===== src/rtl/traffic_pkg.sv =====
// rtl/traffic_pkg.sv - phase encoding, lamp codes and sequencing helper for the traffic controller
package traffic_pkg;

    typedef enum logic [2:0] {
        PH_G1    = 3'd0,
        PH_Y1    = 3'd1,
        PH_AR1   = 3'd2,
        PH_G2    = 3'd3,
        PH_Y2    = 3'd4,
        PH_AR2   = 3'd5,
        PH_FLASH = 3'd6,
        PH_BAD   = 3'd7
    } phase_e;

    // Per-road lamp triple, ordered {R, Y, G}
    localparam logic [2:0] LAMP_RED = 3'b100;
    localparam logic [2:0] LAMP_YEL = 3'b010;
    localparam logic [2:0] LAMP_GRN = 3'b001;
    localparam logic [2:0] LAMP_OFF = 3'b000;

    // Day-cycle successor; night entry and flash exit are overlaid by the controller
    function automatic phase_e next_phase(input phase_e ph, input logic allred_en);
        case (ph)
            PH_G1:   return PH_Y1;
            PH_Y1:   return allred_en ? PH_AR1 : PH_G2;
            PH_AR1:  return PH_G2;
            PH_G2:   return PH_Y2;
            PH_Y2:   return allred_en ? PH_AR2 : PH_G1;
            PH_AR2:  return PH_G1;
            default: return PH_AR2;
        endcase
    endfunction

    function automatic logic is_green(input phase_e ph);
        return (ph == PH_G1) || (ph == PH_G2);
    endfunction

endpackage


===== src/rtl/phase_timer.sv =====
// rtl/phase_timer.sv - loadable down-counter shared by all phases; never wraps below zero
module phase_timer #(
    parameter int               CNT_W   = 8,
    parameter logic [CNT_W-1:0] RST_VAL = '0
) (
    input  logic             clk,
    input  logic             resetn,
    input  logic             load,
    input  logic [CNT_W-1:0] load_val,
    input  logic             dec,
    output logic [CNT_W-1:0] count,
    output logic             zero
);

    logic [CNT_W-1:0] count_q;
    logic [CNT_W-1:0] count_d;

    always_comb begin
        count_d = count_q;
        if (load) begin
            count_d = load_val;
        end else if (dec && (count_q != '0)) begin
            count_d = count_q - CNT_W'(1);
        end
    end

    always_ff @(posedge clk) begin
        if (!resetn) begin
            count_q <= RST_VAL;
        end else begin
            count_q <= count_d;
        end
    end

    assign count = count_q;
    assign zero  = (count_q == '0);

endmodule


===== src/rtl/traffic_ctrl_param.sv =====
// rtl/traffic_ctrl_param.sv - two-road traffic-light controller with all-red, pedestrian and night modes
module traffic_ctrl_param
    import traffic_pkg::*;
#(
    parameter int CNT_W     = 8,
    parameter int T_GREEN1  = 40,
    parameter int T_GREEN2  = 45,
    parameter int T_YELLOW  = 5,
    parameter int T_ALLRED  = 2,
    parameter int T_PED_REM = 5
) (
    input  logic             clk,
    input  logic             reset,
    input  logic             tick_en,
    input  logic             night_mode,
    input  logic             ped_req,
    output logic             R1,
    output logic             Y1,
    output logic             G1,
    output logic             R2,
    output logic             Y2,
    output logic             G2,
    output logic [CNT_W-1:0] remain,
    output logic [2:0]       phase
);

    localparam logic             ALLRED_EN = (T_ALLRED != 0);
    localparam logic [CNT_W-1:0] LD_G1     = CNT_W'(T_GREEN1 - 1);
    localparam logic [CNT_W-1:0] LD_G2     = CNT_W'(T_GREEN2 - 1);
    localparam logic [CNT_W-1:0] LD_Y      = CNT_W'(T_YELLOW - 1);
    localparam logic [CNT_W-1:0] LD_AR     = ALLRED_EN ? CNT_W'(T_ALLRED - 1) : '0;
    localparam logic [CNT_W-1:0] LD_PED    = CNT_W'(T_PED_REM - 1);
    localparam phase_e           RST_PH    = ALLRED_EN ? PH_AR2 : PH_G1;
    localparam logic [CNT_W-1:0] RST_REM   = ALLRED_EN ? LD_AR : LD_G1;

    function automatic logic [CNT_W-1:0] load_value(input phase_e ph);
        case (ph)
            PH_G1:         return LD_G1;
            PH_G2:         return LD_G2;
            PH_Y1, PH_Y2:  return LD_Y;
            PH_AR1, PH_AR2: return LD_AR;
            default:       return '0;
        endcase
    endfunction

    // Lamp word {R1,Y1,G1,R2,Y2,G2}; anything unexpected shows all red
    function automatic logic [5:0] lamp_of(input phase_e ph, input logic fl);
        case (ph)
            PH_G1:          return {LAMP_GRN, LAMP_RED};
            PH_Y1:          return {LAMP_YEL, LAMP_RED};
            PH_AR1, PH_AR2: return {LAMP_RED, LAMP_RED};
            PH_G2:          return {LAMP_RED, LAMP_GRN};
            PH_Y2:          return {LAMP_RED, LAMP_YEL};
            PH_FLASH:       return fl ? {LAMP_YEL, LAMP_YEL} : {LAMP_OFF, LAMP_OFF};
            default:        return {LAMP_RED, LAMP_RED};
        endcase
    endfunction

    phase_e           state_q, state_d;
    logic             ped_pend_q, ped_pend_d;
    logic             flash_ph_q, flash_ph_d;
    logic [5:0]       lamps_q, lamps_d;
    phase_e           succ_ph;
    logic             tmr_load;
    logic [CNT_W-1:0] tmr_load_val;
    logic             tmr_dec;
    logic [CNT_W-1:0] tmr_count;
    logic             tmr_zero;

    phase_timer #(
        .CNT_W   (CNT_W),
        .RST_VAL (RST_REM)
    ) u_timer (
        .clk      (clk),
        .resetn   (reset),
        .load     (tmr_load),
        .load_val (tmr_load_val),
        .dec      (tmr_dec),
        .count    (tmr_count),
        .zero     (tmr_zero)
    );

    always_comb begin
        state_d      = state_q;
        ped_pend_d   = ped_pend_q | ped_req;
        flash_ph_d   = flash_ph_q;
        tmr_load     = 1'b0;
        tmr_load_val = '0;
        tmr_dec      = tick_en;
        succ_ph      = next_phase(state_q, ALLRED_EN);

        case (state_q)
            PH_FLASH: begin
                ped_pend_d = 1'b0;
                if (tick_en) begin
                    if (night_mode) begin
                        flash_ph_d = !flash_ph_q;
                    end else begin
                        state_d      = RST_PH;
                        flash_ph_d   = 1'b0;
                        tmr_load     = 1'b1;
                        tmr_load_val = RST_REM;
                    end
                end
            end
            PH_BAD: begin
                state_d      = PH_AR2;
                ped_pend_d   = 1'b0;
                flash_ph_d   = 1'b0;
                tmr_load     = 1'b1;
                tmr_load_val = LD_AR;
            end
            default: begin
                if (tick_en && tmr_zero) begin
                    tmr_load = 1'b1;
                    // Night is only entered where the cycle would hand over to a green
                    if (night_mode && is_green(succ_ph)) begin
                        state_d      = PH_FLASH;
                        flash_ph_d   = 1'b1;
                        ped_pend_d   = 1'b0;
                        tmr_load_val = '0;
                    end else begin
                        state_d      = succ_ph;
                        tmr_load_val = load_value(succ_ph);
                        if ((succ_ph == PH_Y1) || (succ_ph == PH_Y2)) begin
                            ped_pend_d = 1'b0;
                        end
                    end
                end else if (is_green(state_q) && ped_pend_q && (tmr_count > LD_PED)) begin
                    tmr_load     = 1'b1;
                    tmr_load_val = LD_PED;
                end
            end
        endcase

        lamps_d = lamp_of(state_d, flash_ph_d);
    end

    always_ff @(posedge clk) begin
        if (!reset) begin
            state_q    <= RST_PH;
            ped_pend_q <= 1'b0;
            flash_ph_q <= 1'b0;
            lamps_q    <= lamp_of(RST_PH, 1'b0);
        end else begin
            state_q    <= state_d;
            ped_pend_q <= ped_pend_d;
            flash_ph_q <= flash_ph_d;
            lamps_q    <= lamps_d;
        end
    end

    assign {R1, Y1, G1, R2, Y2, G2} = lamps_q;
    assign remain = tmr_count;
    assign phase  = state_q;

endmodule


===== config.mk =====
export PLATFORM = sky130hd
export DESIGN_NAME = traffic_ctrl_param
export DESIGN_NICKNAME = d
export VERILOG_FILES = /design/src/rtl/traffic_pkg.sv /design/src/rtl/phase_timer.sv /design/src/rtl/traffic_ctrl_param.sv
export SDC_FILE = /design/constraint.sdc
export NUM_CORES = 1
export LEC_CHECK = 0
export ABC_AREA = 1
export CORE_ASPECT_RATIO = 0.9
export CORE_UTILIZATION = 59
export CTS_BUF_LIST = sky130_fd_sc_hd__clkbuf_4
export DETAILED_ROUTE_END_ITERATION = 10
export DONT_BUFFER_PORTS = 1
export PLACE_DENSITY_LB_ADDON = 0.08
export RECOVER_POWER = 25
export SYNTH_ARGS = -nofsm -noshare
export SYNTH_HDL_FRONTEND = slang
export SYNTH_HIERARCHICAL = 1
export SYNTH_SLANG_ARGS = --single-unit

===== constraint.sdc =====
create_clock -name clk -period 1.7 [get_ports clk]
set_clock_uncertainty 0.05 [all_clocks]
set_input_delay 0.17 -clock clk [delete_from_list [all_inputs] [get_ports clk]]
set_output_delay 0.17 -clock clk [all_outputs]
set_load 0.01 [all_outputs]

==> impl_metrics.ini, run 1 <==
[placement]
placed_cells = 255
place_ws_ns = -0.153
gp_congestion = 1.01
dp_hpwl_um = 2650
port-buffer-count = 0

[floorplanning]
die_height_um = 45.3
die_w_um = 50.1
initial_core_util_pct = 63.6
rows = 15
pin_count = 22

[synthesis]
synth_area_leaders = dfxtp_1, nand2_1, nand3_1
synth_largest_area_cell = dfxtp_1
avgSynthCellArea_um2 = 6.21
synth_cell_type_count = 26
synth.top_cell.area_share_pct = 30.9
synth_cells = 198
yosys_register_bits = 19
yosysWarnings = 6
ys_seq_area_share_pct = 30.9
synth_area_um2 = 1230

[sta]
worstEpCategory = sequential cell input
crit_endpoint = u_timer/count[2]$_SDFFE_PN0P_/D

[grt]
grt_max_degree = 11

[clock_tree]
cts_max_level = 1
clk_path_buf_depth = 2
root_buffer = clkbuf_4
numCtsBuffers = 3
cts_num_sinks = 19

[run_status]
stop_stage = global routing (5_1_grt)
stop_error = [ERROR DPL-0038] Utilization greater than 100%, impossible to legalize
outcome = did not finish
[Yosys cell counts]
| cell type | count |
|---|---|
| ha_1 | 2 |
| nor3_1 | 4 |
| xnor2_1 | 1 |
| clkinv_1 | 1 |
| nand2_4 | 4 |
| inv_1 | 20 |
| nand2_2 | 6 |
| nor2_1 | 19 |
| a21oi_1 | 10 |
| nor2_2 | 2 |
| clkbuf_1 | 1 |
| nand4_1 | 3 |
| or2_2 | 1 |
| o21ai_1 | 2 |
| a2111oi_0 | 1 |
| nand3_1 | 25 |
| mux2i_1 | 1 |
| dfxtp_1 | 19 |
| clkinv_4 | 1 |
| o21ai_0 | 7 |
| and3_1 | 1 |
| inv_2 | 5 |
| conb_1 | 1 |
| o211ai_1 | 1 |
| nand2_1 | 58 |
| nand3_2 | 2 |
[cell families after synthesis]
group,after synthesis,share of synthesized area (%)
adders and majority gates,2,2.03
buffers and inverters,28,8.95
xor gates and xnor gates,1,0.712
AOI/OAI and AO/OA,21,9.05
and+or+nand+nor,125,47.2
other,1,0.305
DFF,19,30.9
muxes,1,0.814
[stage by stage]
step,instance area [µm²],TNS (ns)
after floorplan,1240,0
after global placement,1500,-0.258
after detailed placement,1500,-0.872
after CTS,1660,-0.000864
[what timing repair did]
item                       4_1_cts
cloned                           1
pin swaps                        7
hold buffers                     1
setup endpoints to repair       15
hold endpoints to repair         9
resized for setup               23
setup buffers                    6
==> run 2: changes to the inputs <==
Settings changed: CORE_AREA set to 2 2 63 65, CORE_ASPECT_RATIO 0.9 to unset, CORE_UTILIZATION 59 to unset, CTS_BUF_LIST sky130_fd_sc_hd__clkbuf_4 to unset, DIE_AREA set to 0 0 65 67, PLACE_DENSITY_LB_ADDON 0.08 to 0.15.
Clock period 1.7 ns to 2.2 ns, I/O delays scaled along.
==> run 2 against run 1 <==
The run now ends clean. Synthesized cell count is the same. Area after synthesis is the same.
==> impl_metrics.ini, run 2 <==
[sta]
min_period_ns = 1.93
finalSetupViolCount = 0
rsz0062_at_grt = false
post-route-period-util_pct = 87.9
max_freq_mhz = 517
drv_slew = 0
hold_viol = 0
setup_tns_ns = 0

[synthesis]
yosys_register_bits = 19
ys.flop_type = dfxtp_1
ys_seq_area_share_pct = 30.9
synth_cells = 198
yosysMostFrequentCell = nand2_1
ys_top_cells_by_count = nand2_1, nand3_1, inv_1
async_flop_share_pct = 0
synth_area_um2 = 1230
yosysWarnings = 6
synth_area_leaders = dfxtp_1, nand2_1, nand3_1
synth_cell_type_count = 26
avgSynthCellArea_um2 = 6.21
synth_largest_area_cell = dfxtp_1
synth_edf_count = 0
synth.top_cell.area_share_pct = 30.9

[grt]
grt-ovfl-total = 0
antenna_found_initial = 0
grt_pass1_vias = 1219
grt_util_all_layers_pct = 16.7
grt_max_degree = 12
grt_pass1_wl_um = 5560

[critical_path]
startpoint = u_timer/count[0]
crit_required_ns = 2.30
arrival_ns = 2.03
rrSetupSlack_ns = 0.27
cpMaxStageDelayCell = dfxtp_1
worstSetupPathType = reg2reg
cpPeakStageDelay_ns = 0.32
crit_fanout = 9
r2r_cells = 13
crit_chain = inv_1, ha_1, nand2_1, nor2_1, nand2_2, nand2_1, nand2_1, nand2_1, clkinvlp_4, nand2_4, clkinv_4, nor2_1, nor2_1
r2r-start = u_timer/count[0]
crit_top_cell = nand2_1
start_kind = register
rr_endpoint = u_timer/count[1]
end_kind = register

[clock_tree]
cts_tree = yes
numCtsBuffers = 3
cts_setup_buffers = 0
clk_latency_ns = 0.26
cts.clk_slew.worst_paths_ns = 0.08
root_buffer = clkbuf_8
cts_num_sinks = 19
clk_path_buf_depth = 2
cts_max_level = 1

[flow_run]
maxCapViolations = 0

[finish]
nets = 226
final_cell_mix = nand2_1, nand3_1, inv_1
drive_gt1_share_pct = 17.0
final_core_util_pct = 40.1
largest_register_ffs = 8
layout_commonest_cell = nand2_1
n_antenna_cell = 0
syn_to_final_growth_pct = 17.7

[floorplanning]
die-area_um2 = 4360
die_height_um = 67
core_um2 = 3610
rows = 22
pin_count = 22
initial_core_util_pct = 34.1
die_w_um = 65

[placement]
port-buffer-count = 0
gp_congestion = 0.892
dp_hpwl_um = 2630

[min_path]
hold_start = reset
holdPathEnd = phase[2]
hold_path_depth = 1
hp-class = in2reg

[detailed_routing]
firstDrtPassIters = 4
wire_per_inst_um = 12.3
vias = 1326
drc_errors = 0
ant_nets = 0
vias_per_cell = 4.98
wirelength_um = 3290
drt_iter0_markers = 56

[power]
cellPowerDensity_nw_per_um2 = 1610
p_leak_uw = 0.000731
irDropWorstVdd_mv = 0.507

[run_status]
outcome = finished clean
[run 2: cell counts after synthesis]
No cell type changed its count.
[run 2: per-stage QoR]
stage | instances | hold WS (ns) | setup slack, ns | area, µm² | total power [µW]
after floorplan | 200 | 0.239 | 0.338 | 1240 | 1650
after global placement | 261 | 0.248 | 0.244 | 1400 | 2080
after detailed placement | 261 | 0.249 | 0.236 | 1400 | 2090
after CTS | 266 | 0.00162 | 0.223 | 1460 | 2350
after global routing | 266 | 0.00607 | 0.0567 | 1450 | 2590
final | 266 | 0.00915 | 0.266 | 1450 | 2320
[run 2: cell type report]
cell class	instances	area, µm²
fillers	407	2160
well taps	48	60.1
clock buffers	3	41.3
inverters	27	110
flip-flops and latches	19	380
clock inverters	1	5.00
repair buffers	15	104
multi-input cells	153	747
[run 2: power by group]
part / leakage, µW / internal [µW] / total (µW) / switching (µW)
Sequential: 0.000156 / 465 / 556 / 91.2
Clock: 0.0000255 / 126 / 246 / 120
Combinational: 0.000550 / 538 / 1520 / 984
Total: 0.000731 / 1130 / 2320 / 1200
[run 2: worst max-delay path by stage]
stage | to | slack [ns] | cells past startpoint
finish | u_timer/count[1] | 0.27 | 13
global route | u_timer/count[7] | 0.06 | 13
CTS | u_timer/count[1] | 0.22 | 13
detailed placement | u_timer/count[0] | 0.24 | 13
global placement | u_timer/count[0] | 0.24 | 13
floorplan | u_timer/count[0] | 0.34 | 13
[run 2: worst max-delay path: cells and delay by family (launching register included)]
kind	cells	cell delay, ns
adders and majority gates	1	0.16
buffers and inverters	3	0.35
DFF	1	0.32
and+or+nand+nor	9	0.95
[run 2: timing repair]
action	in CTS	in global routing
endpoints found under the setup margin	0	1
hold endpoints to repair	3	0
hold buffers	1	0
resized for setup	0	1
[run 2: kinds of logic (layout without fill, tap and decap cells)]
family,Yosys count,in the layout,share of synthesized area [%]
AO/OA/AOI/OAI,21,21,9.05
XOR/XNOR,1,1,0.712
adder cells (fa/ha/maj),2,2,2.03
buffers and inverters,28,46,8.95
flip-flops,19,19,30.9
multiplexers,1,1,0.814
other,1,3,0.305
AND/OR/NAND/NOR,125,125,47.2
[run 2: routing by layer]
layer  GRT usage [%]  routed length [µm]
met4            6.91                  84
met2            30.5                1690
met1            18.8                1320
met5               0                   0
met3            3.21                 188
(Power assumes the default switching activity.)
==> run 3: changes to the inputs <==
Settings changed: ABC_AREA 1 to unset, GPL_TIMING_DRIVEN set to 0.
==> run 3 against run 2 <==
The run now ends with setup timing left. Design area grew 18%. Highest routed layer unchanged. Largest power group unchanged. Critical path depth fell by 4. Die area unchanged. Clock-buffer cell count increased by 1. Register-to-register slack got worse by 0.48 ns. Core utilization rose by 7.4 points. First-iteration DRC count rose by 38%. Synthesized cell count fell by 12%. Global-route usage up 3.5 points. Critical path type unchanged. Non-clock buffer count grew 11.
==> impl_metrics.ini, run 3 <==
[run_status]
outcome = complete, but fails checks
violations = setup timing

[synthesis]
ys_seq_area_share_pct = 29.3
synth_cells = 174
async_flop_share_pct = 0
synth_top_family_by_area = simple AND/OR/NAND/NOR gates
synth.top_cell.area_share_pct = 29.3
ys.flop_type = dfxtp_1
yosys_register_bits = 19
synth_area_um2 = 1300
synth_largest_area_cell = dfxtp_1
synthSimpleGateAreaFrac_pct = 32.4
synth_area_leaders = dfxtp_1, o21ai_0, a21oi_1
ys_top_cells_by_count = dfxtp_1, o21ai_0, nand2_1, nor2_1, a21oi_1
muxShareOfSynthArea_pct = 1.54
synth_edf_count = 0
synthXorXnorAreaFrac_pct = 2.02
yosysWarnings = 6
synth_cell_type_count = 47
synth_compound_area_share_pct = 24.8
yosysMostFrequentCell = dfxtp_1
avgSynthCellArea_um2 = 7.47
synth_adder_area_share_pct = 1.92

[critical_path]
crit_required_ns = 2.36
arrival_ns = 2.58
cpMaxStageDelayCell = or4_4
end_kind = register
rrSetupSlack_ns = -0.22
crit_fanout = 8
crit_top_cell = buf_4
crit_chain = or4_4, nor4_2, buf_4, buf_4, or3b_4, nand2_1, a32oi_1, o2111ai_2, or2_2
start_kind = register
cpPeakStageDelay_ns = 0.55
worstSetupPathType = reg2reg

[clock_tree]
cts_tree = yes
cts_max_level = 1
cts.clk_slew.worst_paths_ns = 0.07
numCtsBuffers = 3
clk_latency_ns = 0.26
root_buffer = clkbuf_8
clk_path_buf_depth = 2
cts_num_sinks = 19

[floorplanning]
pin_count = 22
initial_core_util_pct = 36.1
die-area_um2 = 4360
die_height_um = 67
rows = 22
die_w_um = 65
core_um2 = 3610

[power]
irDropWorstVdd_mv = 0.421
p_sw_uw = 956
cellPowerDensity_nw_per_um2 = 1270
finalPower_uw = 2180
p_leak_uw = 0.000639
clock_power_share_pct = 11.8
power_frac_comb_pct = 58.8
cellInternalPower_uw = 1220
swShare_pct = 43.9
seqPwrFrac_pct = 29.4

[sta]
max_freq_mhz = 414
min_period_ns = 2.42
hold_viol = 0
setup_tns_ns = -1.96
drv_slew = 0
worst_pin_slew_ns = 0.570
slew_headroom_pct = 61.9
post-route-period-util_pct = 110
finalSetupViolCount = 11
setup_ws_ns = -0.218
rsz0062_at_grt = true

[finish]
n_antenna_cell = 0
drive_gt1_share_pct = 33.3
syn_to_final_growth_pct = 31.8
final_core_util_pct = 47.5
layout_commonest_cell = nor2_1
fill_cells = 377
largest_register_ffs = 8
final_cell_mix = nor2_1, o21ai_0, nand2_1
seqCellArea_um2 = 405
nets = 200
multi_input_area_um2 = 945

[grt]
grt-ovfl-total = 0
antenna_found_initial = 0
grt_pass1_vias = 1358
grt_pass1_wl_um = 6660
grt_util_all_layers_pct = 20.1
grt_max_degree = 13

[detailed_routing]
firstDrtPassIters = 4
wire_per_inst_um = 17.1
vias_per_cell = 5.70
ant_nets = 0
drt_iter0_markers = 77
vias = 1368
drc_errors = 0
wirelength_um = 4110

[placement]
gp_congestion = 0.867
dp_hpwl_um = 2590
port-buffer-count = 0

[flow_run]
maxCapViolations = 0

[min_path]
hp-class = in2reg
## run 3: cell count changes after synthesis, sizes merged, moves of 4 or more
cell and change:
or4 +5, o21ai +6, nand2 -53, nor2b +4, inv -17, a31oi +4, nor3b +4, nor2 -7
nand3 -20, buf +10, and2 +4
## run 3: routing by layer
layer  vias up  global-route usage [%]  share of wire (%)
met5         -                       0                  0
met4         0                    8.24                1.7
met3         9                    6.08                6.8
met2        47                    30.8                 46
met1       651                    26.2                 45
li1        661                       -                  -
## run 3: cell type report
type | instances | share of cell area (%)
multi-input cells | 135 | 55.1
flip-flops and latches | 19 | 23.7
repair buffers | 13 | 7.23
plain buffers | 13 | 5.62
well taps | 48 | 3.51
clock buffers | 4 | 2.63
inverters | 8 | 2.19
## run 3: timing repair
action,CTS,global route
pin swaps,5,3
setup endpoints to repair,15,15
cloned,2,0
endpoints found under the hold margin,3,3
setup buffers,10,0
gates resized for setup,27,21
## run 3: final timing paths
check,start,to,cells after the start
setup / recovery,u_timer/count[3],lamps_q[2],9
hold / removal,reset,flash_ph_q,1
setup reg to reg,u_timer/count[3],lamps_q[2],9
hold reg to reg,u_timer/count[5],u_timer/count[5],2
## run 3: cells by family after synthesis
| logic type | after synthesis |
|---|---|
| flops | 19 |
| compound gates | 49 |
| buf+inv | 22 |
| xor+xnor | 3 |
| other cells | 1 |
| simple gates | 76 |
| mux | 2 |
| fa+ha+maj | 2 |
## run 3: worst max-delay path, delay by kind of cell (launching register included)
family / cells / cell delay (ns)
AND/OR/NAND/NOR: 5 / 1.30
flip-flops: 1 / 0.37
AO/OA/AOI/OAI: 2 / 0.29
buffers and inverters: 2 / 0.34
## run 3: power by group through the flow
stage / registers [µW] / clock network, µW / logic, µW
after floorplan: 584 / 0 / 812
after global placement: 619 / 0 / 969
after detailed placement: 621 / 0 / 973
after CTS: 633 / 264 / 1160
after global routing: 656 / 280 / 1400
final: 641 / 257 / 1280
## run 3: stage by stage
step / worst slack, ns / instances / hold slack, ns / instance area, µm²
floorplan: -0.321 / 176 / 0.232 / 1370
global placement: -0.572 / 224 / 0.237 / 1430
detailed placement: -0.535 / 224 / 0.236 / 1430
CTS: -0.251 / 239 / -0.0338 / 1620
global route: -0.302 / 240 / 0.0224 / 1710
finish: -0.218 / 240 / 0.0255 / 1710
